[config.mk]
export PLATFORM = sky130hd
export DESIGN_NAME = tri_bbox_scanner_flat
export DESIGN_NICKNAME = d
export VERILOG_FILES = /design/src/rtl/tri_bbox_scanner_if.sv /design/src/rtl/tri_bbox_scanner.sv /design/src/flat_wrapper.sv
export SDC_FILE = /design/constraint.sdc
export NUM_CORES = 1
export LEC_CHECK = 0
export ABC_AREA = 1
export CAP_MARGIN = 5
export CORE_AREA = 10 10 266 268
export DETAILED_ROUTE_END_ITERATION = 16
export DIE_AREA = 0 0 276 278
export GPL_ROUTABILITY_DRIVEN = 0
export GPL_TIMING_DRIVEN = 0
export PLACE_DENSITY_LB_ADDON = 0.25
export RECOVER_POWER = 25
export SKIP_CTS_REPAIR_TIMING = 1
export SLEW_MARGIN = 20
export SYNTH_ARGS = -nofsm -noshare
export SYNTH_HDL_FRONTEND = slang
export SYNTH_SLANG_ARGS = --single-unit
[constraint.sdc]
create_clock -name clk_in -period 4.7 [get_ports clk_in]
set_input_delay 1.41 -clock clk_in [delete_from_list [all_inputs] [get_ports clk_in]]
set_output_delay 1.41 -clock clk_in [all_outputs]
set_load 0.1 [all_outputs]
[src/rtl/tri_bbox_scanner_if.sv]
// Triangle in / sample points out bundle for tri_bbox_scanner.
// slave: the scanner itself; master: triangle source and sample consumer.
interface tri_bbox_scanner_if #(
    parameter int unsigned COORD_WIDTH = 32,
    parameter int unsigned H_RES       = 320,
    parameter int unsigned V_RES       = 180
);
    localparam int unsigned HW = $clog2(H_RES);
    localparam int unsigned VW = $clog2(V_RES);

    logic [2:0][COORD_WIDTH-1:0] tri_a;
    logic [2:0][COORD_WIDTH-1:0] tri_b;
    logic [2:0][COORD_WIDTH-1:0] tri_c;
    logic                        tri_valid;
    logic                        tri_ready;
    logic                        stall_in;
    logic                        bary_init;
    logic                        bary_init_done;
    logic                        bary_done;
    logic [2:0][COORD_WIDTH-1:0] a_out;
    logic [2:0][COORD_WIDTH-1:0] b_out;
    logic [2:0][COORD_WIDTH-1:0] c_out;
    logic [2:0][COORD_WIDTH-1:0] p_out;
    logic                        p_valid;
    logic [HW-1:0]               hcount_out;
    logic [VW-1:0]               vcount_out;
    logic                        pix_valid_out;
    logic                        tri_done;
    logic                        tri_skipped;

    modport slave (
        input  tri_a, tri_b, tri_c, tri_valid, stall_in, bary_init_done, bary_done,
        output tri_ready, bary_init, a_out, b_out, c_out, p_out, p_valid,
               hcount_out, vcount_out, pix_valid_out, tri_done, tri_skipped
    );

    modport master (
        output tri_a, tri_b, tri_c, tri_valid, stall_in, bary_init_done, bary_done,
        input  tri_ready, bary_init, a_out, b_out, c_out, p_out, p_valid,
               hcount_out, vcount_out, pix_valid_out, tri_done, tri_skipped
    );
endinterface

[src/rtl/tri_bbox_scanner.sv]
// Rasterizer front end: clamped bounding box of one triangle, barycentric init, row-major sample scan.
// Optional macro PIXEL_CENTER_EN: sample points sit at pixel centres (+0.5) instead of corners.
module tri_bbox_scanner #(
    parameter int unsigned COORD_WIDTH = 32,
    parameter int unsigned H_RES       = 320,
    parameter int unsigned V_RES       = 180,
    parameter int unsigned LATENCY     = 8
) (
    input  logic              clk_in,
    input  logic              rst_in,
    tri_bbox_scanner_if.slave bus
);
    localparam int unsigned FRAC = COORD_WIDTH / 2;
    localparam int unsigned HW   = $clog2(H_RES);
    localparam int unsigned VW   = $clog2(V_RES);
    localparam int unsigned DW   = $clog2(LATENCY + 1);
    localparam logic signed [COORD_WIDTH-1:0] X_LIM = COORD_WIDTH'(H_RES - 1);
    localparam logic signed [COORD_WIDTH-1:0] Y_LIM = COORD_WIDTH'(V_RES - 1);
`ifdef PIXEL_CENTER_EN
    localparam logic [COORD_WIDTH-1:0] SAMPLE_OFS = COORD_WIDTH'(1) << (FRAC - 1);
`else
    localparam logic [COORD_WIDTH-1:0] SAMPLE_OFS = '0;
`endif

    typedef logic [2:0][COORD_WIDTH-1:0] vec3_t;
    typedef enum logic [2:0] {S_IDLE, S_BBOX, S_INIT, S_WAIT_INIT, S_SCAN, S_DRAIN, S_DONE} state_t;

    function automatic logic signed [COORD_WIDTH-1:0] floor_fx(input logic [COORD_WIDTH-1:0] v);
        return $signed(v) >>> FRAC;
    endfunction

    function automatic logic signed [COORD_WIDTH-1:0] min3(input logic signed [COORD_WIDTH-1:0] a,
                                                           input logic signed [COORD_WIDTH-1:0] b,
                                                           input logic signed [COORD_WIDTH-1:0] c);
        logic signed [COORD_WIDTH-1:0] m;
        m = (a < b) ? a : b;
        return (c < m) ? c : m;
    endfunction

    function automatic logic signed [COORD_WIDTH-1:0] max3(input logic signed [COORD_WIDTH-1:0] a,
                                                           input logic signed [COORD_WIDTH-1:0] b,
                                                           input logic signed [COORD_WIDTH-1:0] c);
        logic signed [COORD_WIDTH-1:0] m;
        m = (a > b) ? a : b;
        return (c > m) ? c : m;
    endfunction

    state_t                    r_state;
    state_t                    w_state_nxt;
    vec3_t                     r_a, r_b, r_c, r_p_out;
    logic [HW-1:0]             r_xmin, r_xmax, r_x, r_px;
    logic [VW-1:0]             r_ymin, r_ymax, r_y, r_py;
    logic [DW-1:0]             r_drain;
    logic                      r_tri_ready, r_bary_init, r_tri_done, r_tri_skipped, r_p_valid;
    logic [LATENCY-1:0]        r_dly_v;
    logic [LATENCY-1:0][HW-1:0] r_dly_x;
    logic [LATENCY-1:0][VW-1:0] r_dly_y;

    logic signed [COORD_WIDTH-1:0] w_xmin, w_xmax, w_ymin, w_ymax;
    logic                          w_box_off, w_last;
    logic                          w_accept, w_box_load, w_skip, w_scan_start, w_emit;
    logic [HW-1:0]                 w_cxmin, w_cxmax;
    logic [VW-1:0]                 w_cymin, w_cymax;

    // Integer bounding box of the latched vertices, then clamped to the screen
    assign w_xmin    = min3(floor_fx(r_a[0]), floor_fx(r_b[0]), floor_fx(r_c[0]));
    assign w_xmax    = max3(floor_fx(r_a[0]), floor_fx(r_b[0]), floor_fx(r_c[0]));
    assign w_ymin    = min3(floor_fx(r_a[1]), floor_fx(r_b[1]), floor_fx(r_c[1]));
    assign w_ymax    = max3(floor_fx(r_a[1]), floor_fx(r_b[1]), floor_fx(r_c[1]));
    assign w_box_off = (w_xmax < 0) || (w_ymax < 0) || (w_xmin > X_LIM) || (w_ymin > Y_LIM);
    assign w_cxmin   = (w_xmin < 0) ? '0 : HW'(w_xmin);
    assign w_cymin   = (w_ymin < 0) ? '0 : VW'(w_ymin);
    assign w_cxmax   = (w_xmax > X_LIM) ? HW'(H_RES - 1) : HW'(w_xmax);
    assign w_cymax   = (w_ymax > Y_LIM) ? VW'(V_RES - 1) : VW'(w_ymax);
    assign w_last    = (r_x == r_xmax) && (r_y == r_ymax);

    always_ff @(posedge clk_in) begin
        if (!rst_in) r_state <= S_IDLE;
        else         r_state <= w_state_nxt;
    end

    always_comb begin
        w_state_nxt = r_state;
        case (r_state)
            S_IDLE:      if (bus.tri_valid) w_state_nxt = S_BBOX;
            S_BBOX:      w_state_nxt = w_box_off ? S_DONE : S_INIT;
            S_INIT:      w_state_nxt = S_WAIT_INIT;
            S_WAIT_INIT: begin
                if (bus.bary_init_done) w_state_nxt = S_SCAN;
                else if (bus.bary_done) w_state_nxt = S_DONE;
            end
            S_SCAN:      if (!bus.stall_in && w_last) w_state_nxt = S_DRAIN;
            S_DRAIN:     if (r_drain == DW'(LATENCY - 1)) w_state_nxt = S_DONE;
            S_DONE:      w_state_nxt = S_IDLE;
            default:     w_state_nxt = S_IDLE;
        endcase
    end

    always_comb begin
        w_accept     = 1'b0;
        w_box_load   = 1'b0;
        w_skip       = 1'b0;
        w_scan_start = 1'b0;
        w_emit       = 1'b0;
        case (r_state)
            S_IDLE:      w_accept = bus.tri_valid;
            S_BBOX:      begin
                w_box_load = !w_box_off;
                w_skip     = w_box_off;
            end
            S_WAIT_INIT: begin
                w_scan_start = bus.bary_init_done;
                w_skip       = !bus.bary_init_done && bus.bary_done;
            end
            S_SCAN:      w_emit = !bus.stall_in;
            default:     ;
        endcase
    end

    always_ff @(posedge clk_in) begin
        if (!rst_in) begin
            r_tri_ready   <= 1'b1;
            r_bary_init   <= 1'b0;
            r_tri_done    <= 1'b0;
            r_tri_skipped <= 1'b0;
            r_p_valid     <= 1'b0;
            r_a           <= '0;
            r_b           <= '0;
            r_c           <= '0;
            r_p_out       <= '0;
            r_xmin        <= '0;
            r_xmax        <= '0;
            r_ymin        <= '0;
            r_ymax        <= '0;
            r_x           <= '0;
            r_y           <= '0;
            r_px          <= '0;
            r_py          <= '0;
            r_drain       <= '0;
        end else begin
            r_tri_ready <= (w_state_nxt == S_IDLE);
            r_bary_init <= (w_state_nxt == S_INIT);
            r_tri_done  <= (w_state_nxt == S_DONE);
            r_p_valid   <= w_emit;
            r_drain     <= (r_state == S_DRAIN) ? r_drain + DW'(1) : '0;
            if (w_accept) begin
                r_a           <= {COORD_WIDTH'(0), bus.tri_a[1], bus.tri_a[0]};
                r_b           <= {COORD_WIDTH'(0), bus.tri_b[1], bus.tri_b[0]};
                r_c           <= {COORD_WIDTH'(0), bus.tri_c[1], bus.tri_c[0]};
                r_tri_skipped <= 1'b0;
            end
            if (w_skip) r_tri_skipped <= 1'b1;
            if (w_box_load) begin
                r_xmin <= w_cxmin;
                r_xmax <= w_cxmax;
                r_ymin <= w_cymin;
                r_ymax <= w_cymax;
            end
            if (w_scan_start) begin
                r_x <= r_xmin;
                r_y <= r_ymin;
            end
            // Emit the current counter point and step row-major
            if (w_emit) begin
                r_p_out <= {COORD_WIDTH'(0),
                            (COORD_WIDTH'(r_y) << FRAC) + SAMPLE_OFS,
                            (COORD_WIDTH'(r_x) << FRAC) + SAMPLE_OFS};
                r_px    <= r_x;
                r_py    <= r_y;
                if (r_x == r_xmax) begin
                    r_x <= r_xmin;
                    r_y <= r_y + VW'(1);
                end else begin
                    r_x <= r_x + HW'(1);
                end
            end
        end
    end

    // Pixel coordinates ride alongside p_valid to meet the barycentric results
    always_ff @(posedge clk_in) begin
        if (!rst_in) begin
            r_dly_v <= '0;
            r_dly_x <= '0;
            r_dly_y <= '0;
        end else begin
            for (int i = LATENCY - 1; i > 0; i--) begin
                r_dly_v[i] <= r_dly_v[i-1];
                r_dly_x[i] <= r_dly_x[i-1];
                r_dly_y[i] <= r_dly_y[i-1];
            end
            r_dly_v[0] <= r_p_valid;
            r_dly_x[0] <= r_px;
            r_dly_y[0] <= r_py;
        end
    end

    assign bus.tri_ready     = r_tri_ready;
    assign bus.bary_init     = r_bary_init;
    assign bus.tri_done      = r_tri_done;
    assign bus.tri_skipped   = r_tri_skipped;
    assign bus.a_out         = r_a;
    assign bus.b_out         = r_b;
    assign bus.c_out         = r_c;
    assign bus.p_out         = r_p_out;
    assign bus.p_valid       = r_p_valid;
    assign bus.pix_valid_out = r_dly_v[LATENCY-1];
    assign bus.hcount_out    = r_dly_x[LATENCY-1];
    assign bus.vcount_out    = r_dly_y[LATENCY-1];
endmodule

[src/flat_wrapper.sv]
// flat-port wrapper written by rule: the top's interface ports become plain ports
module tri_bbox_scanner_flat 
#(
    parameter int unsigned COORD_WIDTH = 32,
    parameter int unsigned H_RES       = 320,
    parameter int unsigned V_RES       = 180,
    parameter int unsigned LATENCY     = 8
)
  (clk_in, rst_in, bus_tri_a, bus_tri_b, bus_tri_c, bus_tri_valid, bus_stall_in, bus_bary_init_done, bus_bary_done, bus_tri_ready, bus_bary_init, bus_a_out, bus_b_out, bus_c_out, bus_p_out, bus_p_valid, bus_hcount_out, bus_vcount_out, bus_pix_valid_out, bus_tri_done, bus_tri_skipped);
  tri_bbox_scanner_if #(.COORD_WIDTH(COORD_WIDTH), .H_RES(H_RES), .V_RES(V_RES)) bus_i ();
  input  logic clk_in;
  input  logic rst_in;
  input wire logic [$bits(bus_i.tri_a)-1:0] bus_tri_a;
  input wire logic [$bits(bus_i.tri_b)-1:0] bus_tri_b;
  input wire logic [$bits(bus_i.tri_c)-1:0] bus_tri_c;
  input wire logic [$bits(bus_i.tri_valid)-1:0] bus_tri_valid;
  input wire logic [$bits(bus_i.stall_in)-1:0] bus_stall_in;
  input wire logic [$bits(bus_i.bary_init_done)-1:0] bus_bary_init_done;
  input wire logic [$bits(bus_i.bary_done)-1:0] bus_bary_done;
  output wire logic [$bits(bus_i.tri_ready)-1:0] bus_tri_ready;
  output wire logic [$bits(bus_i.bary_init)-1:0] bus_bary_init;
  output wire logic [$bits(bus_i.a_out)-1:0] bus_a_out;
  output wire logic [$bits(bus_i.b_out)-1:0] bus_b_out;
  output wire logic [$bits(bus_i.c_out)-1:0] bus_c_out;
  output wire logic [$bits(bus_i.p_out)-1:0] bus_p_out;
  output wire logic [$bits(bus_i.p_valid)-1:0] bus_p_valid;
  output wire logic [$bits(bus_i.hcount_out)-1:0] bus_hcount_out;
  output wire logic [$bits(bus_i.vcount_out)-1:0] bus_vcount_out;
  output wire logic [$bits(bus_i.pix_valid_out)-1:0] bus_pix_valid_out;
  output wire logic [$bits(bus_i.tri_done)-1:0] bus_tri_done;
  output wire logic [$bits(bus_i.tri_skipped)-1:0] bus_tri_skipped;
  assign bus_i.tri_a = bus_tri_a;
  assign bus_i.tri_b = bus_tri_b;
  assign bus_i.tri_c = bus_tri_c;
  assign bus_i.tri_valid = bus_tri_valid;
  assign bus_i.stall_in = bus_stall_in;
  assign bus_i.bary_init_done = bus_bary_init_done;
  assign bus_i.bary_done = bus_bary_done;
  assign bus_tri_ready = bus_i.tri_ready;
  assign bus_bary_init = bus_i.bary_init;
  assign bus_a_out = bus_i.a_out;
  assign bus_b_out = bus_i.b_out;
  assign bus_c_out = bus_i.c_out;
  assign bus_p_out = bus_i.p_out;
  assign bus_p_valid = bus_i.p_valid;
  assign bus_hcount_out = bus_i.hcount_out;
  assign bus_vcount_out = bus_i.vcount_out;
  assign bus_pix_valid_out = bus_i.pix_valid_out;
  assign bus_tri_done = bus_i.tri_done;
  assign bus_tri_skipped = bus_i.tri_skipped;
  tri_bbox_scanner #(.COORD_WIDTH(COORD_WIDTH), .H_RES(H_RES), .V_RES(V_RES), .LATENCY(LATENCY)) u_core (.clk_in(clk_in), .rst_in(rst_in), .bus(bus_i));
endmodule
==> results of run 1 <==
==> registers in the layout, indices dropped and copies added, names as in the netlist, 9 cells and up <==
signal	cells
u_core.bus.c_out	64
u_core.r_xmin	9
u_core.bus.p_out	9
u_core.r_dly_y	56
u_core.r_dly_x	63
u_core.bus.a_out	64
u_core.r_xmax	9
u_core.bus.hcount_out	9
u_core.bus.b_out	64
u_core.r_x	9
==> logic make-up (layout without fill, tap and decap cells) <==
kind of cell | count (synthesis) | after routing | share of synthesized area [%]
other | 1 | 185 | 0.0195
muxes | 1 | 1 | 0.0520
buffers and inverters | 638 | 1169 | 16.3
xor gates and xnor gates | 16 | 16 | 0.728
DFF | 416 | 416 | 43.2
and+or+nand+nor | 960 | 963 | 19.8
adders and majority gates | 101 | 101 | 6.56
AOI/OAI and AO/OA | 486 | 486 | 13.3
==> layout make-up <==
cell class                 count  share of cell area (%)
clock inverter                21                    1.41
tap                          864                    3.91
antenna                       10                  0.0906
multi-input combinational   1742                    31.8
sequential                   416                    30.4
buffer                       306                    7.04
timing repair buffer         444                    15.8
inverter                     331                    4.51
clock buffer                  67                    4.97
==> metrics by stage <==
stage | setup slack, ns | std cells
3_3_place_gp | -0.595 | 4086
6_report | 0.296 | 4201
3_5_place_dp | -0.604 | 4086
2_1_floorplan | 0.0153 | 2793
4_1_cts | -0.646 | 4174
5_1_grt | -0.0163 | 4199
==> metal layers <==
layer | up-vias | part of all wire, % | global-route usage, %
met2 | 518 | 51 | 32.9
met3 | 111 | 9.2 | 7.19
met5 | - | 0.063 | 0
li1 | 9269 | - | -
met4 | 8 | 3.0 | 6.59
met1 | 7930 | 37 | 18.2
==> Yosys cell counts (14+ instances only) <==
master | n | area [um^2]
nand2_1 | 460 | 1730
ha_1 | 101 | 1260
a22oi_1 | 14 | 105
o21ai_0 | 301 | 1510
clkbuf_1 | 94 | 353
inv_1 | 322 | 1210
nor2_1 | 398 | 1490
nand4_1 | 28 | 175
buf_2 | 14 | 70.1
buf_4 | 193 | 1450
a21oi_1 | 128 | 641
nand3_1 | 43 | 215
dfxtp_1 | 416 | 8330
==> worst max path at each step <==
stage	start	slack [ns]	depth (start not counted)	to
detailed placement	u_core.bus.b_out[31]	-0.60	36	u_core.r_xmax[5]
CTS	u_core.bus.b_out[31]	-0.65	36	u_core.r_xmax[5]
finish	u_core.bus.b_out[56]	0.30	27	u_core.r_ymin[0]
global placement	u_core.bus.b_out[31]	-0.60	36	u_core.r_xmax[5]
global route	u_core.bus.b_out[61]	-0.02	26	u_core.r_ymin[5]
floorplan	u_core.bus.a_out[54]	0.02	35	u_core.r_ymax[0]
==> worst reg2reg max path, stage by stage, from the launching register on <==
cell and delay, ns:
dfxtp_2 0.35, inv_1 0.08, ha_1 0.29, nand4_1 0.19
nor3_4 0.26, nand2_2 0.09, nand2_2 0.07, nand2_1 0.07
nand2_2 0.13, buf_4 0.19, buf_4 0.18, nand2_1 0.07
o21ai_1 0.13, ha_1 0.29, inv_1 0.08, nand4_1 0.12
o221a_2 0.28, nand2_2 0.14, nand2_4 0.11, inv_4 0.11
o21ai_1 0.08, a21oi_2 0.27, nand2_4 0.13, nand3_4 0.10
buf_2 0.26, nand2_1 0.10, inv_2 0.05, nor2_1 0.04
==> results.sh, run 1 <==
export IMPL_ys_warnings_count=0
export IMPL_drcViolationCount=0
export IMPL_endpoint_kind="flop"
export IMPL_critical_path_required_ns=5.16
export IMPL_seqCellArea_mm2=0.00840
export IMPL_cap_violations=0
export IMPL_drt_pass1_iter_count=6
export IMPL_fin_util_pct=42.2
export IMPL_hold_viol=0
export IMPL_finClkSkew_ns=0.0484
export IMPL_area_growth_pct=43.4
export IMPL_async_flop_share_pct=0
export IMPL_worst_pin_slew_ns=1.44
export IMPL_max_clock_freq_mhz=227
export IMPL_drv_slew=0
export IMPL_crit_buf_inv=7
export IMPL_synth_area_per_cell_um2=7.35
export IMPL_rsz0062_at_grt="yes"
export IMPL_hold_ws_ns=0.378
export IMPL_final_area_mm2=0.0276
export IMPL_run_status="finished, final reports clean"
export IMPL_cts_sinks=416
export IMPL_fp_coreArea_mm2=0.0654
export IMPL_hp_class="flop to flop"
export IMPL_crit_path_start_kind="flop"
export IMPL_worst_r2r_path_depth=27
export IMPL_antenna_found_initial=20
export IMPL_final_common_cell="nand2_1"
export IMPL_design_die_area_mm2=0.0767
export IMPL_drtAntennaViolNets=0
export IMPL_routed_wl_um=73300
export IMPL_fin_crit_ns=4.40
export IMPL_die_y_um=278
export IMPL_clkLatencyLatePin_ns=0.61
export IMPL_syn_area_mm2=0.0193
export IMPL_placed_cell_area_mm2=0.0253
export IMPL_slew_headroom_pct=4.58
export IMPL_setup_viol=0
export IMPL_final_cell_mix="nand2_1, clkdlybuf4s50_1, nor2_1, dfxtp_1, inv_1"
export IMPL_yosysSeqAreaShare_pct=43.2
export IMPL_via_per_inst=4.25
export IMPL_synth_distinct_cells=45
export IMPL_hp_start="u_core.r_dly_y[0]"
export IMPL_root_buffer="clkbuf_16"
export IMPL_fillerInstances=6862
export IMPL_r2r_start="u_core.bus.b_out[56]"
export IMPL_htreeDepth=2
export IMPL_synth_flop_cell="dfxtp_1"
export IMPL_worst_r2r_endpoint="u_core.r_ymin[0]"
export IMPL_cpPeakStageDelay_ns=0.35
export IMPL_vias=17800
export IMPL_track_usage_pct=18.0
export IMPL_row_count=94
export IMPL_setup_tns_final_ns=0
export IMPL_synthCells=2619
export IMPL_ys_ff_latch=416
export IMPL_portBuffers=429
export IMPL_cts_made_buffers=47
export IMPL_drt_iter0_drc=766
export IMPL_path_common_cell="nand2_2"
export IMPL_clock_path_buffers=3
export IMPL_clk_pin_slew_ns=0.06
export IMPL_die_x_um=276
export IMPL_grt_overflow_total=0
export IMPL_synth_edf_count=0
export IMPL_cts_tree="built"
export IMPL_timing_worst_setup_path_type="flop to flop"
export IMPL_whs_path_depth=2
export IMPL_multi_input_area_mm2=0.00879
export IMPL_grt_pass1_vias=16700
export IMPL_hold_path_end="u_core.r_dly_y[8]"
export IMPL_r2r_slack_ns=0.30
export IMPL_pin_count=701
export IMPL_grt_max_degree=15
export IMPL_dp_hpwl_um=59800
export IMPL_crit_fanout=10
export IMPL_wl_per_cell_um=17.5
export IMPL_nNetsFinal=3683
export IMPL_start_util_pct=29.5
export IMPL_grt_pass1_wl_um=107000
export IMPL_critPathTopFamily="simple AND/OR/NAND/NOR gates"
export IMPL_arrival_ns=4.87
export IMPL_layout_drive_gt1_share_pct=13.6
export IMPL_min_period_over_period_pct=93.7
export IMPL_crit_slowest_cell="dfxtp_2"
Power of run 1 is left out: the tool's default activity adds up to more than one toggle a clock period on the data nets, which glitch-free logic cannot reach.
==> run 2: changes to the inputs <==
--- a/config.mk
+++ b/config.mk
@@ -7,9 +7,10 @@
 export LEC_CHECK = 0
 export ABC_AREA = 1
 export CAP_MARGIN = 5
-export CORE_AREA = 10 10 266 268
+export CORE_ASPECT_RATIO = 0.6
+export CORE_MARGIN = 10
+export CORE_UTILIZATION = 35
 export DETAILED_ROUTE_END_ITERATION = 16
-export DIE_AREA = 0 0 276 278
 export GPL_ROUTABILITY_DRIVEN = 0
 export GPL_TIMING_DRIVEN = 0
 export PLACE_DENSITY_LB_ADDON = 0.25
==> results.sh, run 2 (same netlist as run 1, synthesis figures left out) <==
export IMPL_run_status="finished, final reports clean"
export IMPL_drt_iter0_drc=1568
export IMPL_grt_max_degree=16
export IMPL_grt_pass1_vias=16400
export IMPL_hold_ws_ns=0.399
export IMPL_root_buffer="clkbuf_16"
export IMPL_max_clock_freq_mhz=224
export IMPL_setup_viol=0
export IMPL_crit_path_start_kind="flop"
export IMPL_finClkSkew_ns=0.0377
export IMPL_final_common_cell="nand2_1"
export IMPL_pin_count=701
export IMPL_hold_viol=0
export IMPL_crit_slowest_cell="dfxtp_2"
export IMPL_drt_pass1_iter_count=8
export IMPL_grt_pass1_wl_um=103000
export IMPL_layout_setup_ws_ns=0.239
export IMPL_via_per_inst=4.50
export IMPL_vias=18200
export IMPL_start_util_pct=35.4
export IMPL_multi_input_area_mm2=0.00889
export IMPL_drcViolationCount=0
export IMPL_fp_coreArea_mm2=0.0543
export IMPL_layout_drive_gt1_share_pct=14.2
export IMPL_cpPeakStageDelay_ns=0.33
export IMPL_min_period_over_period_pct=94.9
export IMPL_cts_tree="built"
export IMPL_htreeDepth=2
export IMPL_design_die_area_mm2=0.0651
export IMPL_drv_slew=0
export IMPL_cap_violations=0
export IMPL_cts_made_buffers=41
export IMPL_final_cell_mix="nand2_1, clkdlybuf4s50_1, nor2_1, dfxtp_1, inv_1"
export IMPL_cts_sinks=416
export IMPL_arrival_ns=4.93
export IMPL_critical_path_required_ns=5.17
export IMPL_worst_pin_slew_ns=1.17
export IMPL_die_y_um=202
export IMPL_wl_per_cell_um=17.4
export IMPL_antenna_found_initial=14
export IMPL_clk_pin_slew_ns=0.07
export IMPL_timing_worst_setup_path_type="flop to flop"
export IMPL_dp_hpwl_um=56900
export IMPL_placed_cell_area_mm2=0.0252
export IMPL_path_common_cell="nand2_1"
export IMPL_rsz0062_at_grt="yes"
export IMPL_final_area_mm2=0.0273
export IMPL_track_usage_pct=20.4
export IMPL_row_count=66
export IMPL_routed_wl_um=70500
export IMPL_drtAntennaViolNets=0
export IMPL_die_x_um=323
export IMPL_seqCellArea_mm2=0.00840
export IMPL_post_place_ws_ns=-0.546
export IMPL_grt_overflow_total=0
export IMPL_crit_fanout=10
export IMPL_setup_tns_final_ns=0
export IMPL_clock_path_buffers=3
export IMPL_fin_crit_ns=4.46
export IMPL_area_growth_pct=41.8
export IMPL_endpoint_kind="flop"
export IMPL_clkLatencyLatePin_ns=0.58
export IMPL_portBuffers=429
export IMPL_nNetsFinal=3688
export IMPL_hp_class="flop to flop"
export IMPL_slew_headroom_pct=22.0
export IMPL_fillerInstances=5372
==> run 2: final timing paths <==
| path | from | end | slack, ns | cells after the start |
|---|---|---|---|---|
| setup / recovery | u_core.bus.b_out[57] | u_core.r_ymax[7] | 0.24 | 33 |
| hold / removal | u_core.r_dly_v[1] | u_core.r_dly_v[2] | 0.40 | 2 |
| setup reg to reg | u_core.bus.b_out[57] | u_core.r_ymax[7] | 0.24 | 33 |
| hold reg to reg | u_core.r_dly_v[1] | u_core.r_dly_v[2] | 0.40 | 2 |
==> run 2: per-stage QoR <==
| step | utilization [%] | instances |
|---|---|---|
| after floorplan | - | 2793 |
| after global placement | 46.3 | 3936 |
| after detailed placement | 46.3 | 3936 |
| after CTS | 48.9 | 4011 |
| after global routing | 50.2 | 4039 |
| final | 50.3 | 4047 |
==> run 2: critical path, delay by kind of cell (launching register included) <==
kind / cells / cell delay, ns
AOI/OAI and AO/OA: 3 / 0.22
adders and majority gates: 2 / 0.59
buffers and inverters: 6 / 0.70
DFF: 1 / 0.33
and+or+nand+nor: 22 / 2.50
==> run 2: layout make-up <==
class	instances	share of cell area, %
clock buffer	52	4.21
antenna	8	0.0733
buffer	307	7.18
multi-input combinational	1741	32.5
sequential	416	30.8
clock inverter	23	0.921
tap	714	3.27
inverter	331	4.56
timing repair buffer	455	16.5
==> run 2: routing by layer <==
metal	part of all wire, %	up-vias	track usage [%]	wire length, um
li1	-	9269	-	-
met5	0.079	-	0	56
met3	11	76	7.39	7840
met2	42	624	30.7	29900
met1	45	8228	28.0	31600
met4	1.4	8	3.45	998
Power of run 2 is left out for the same reason.
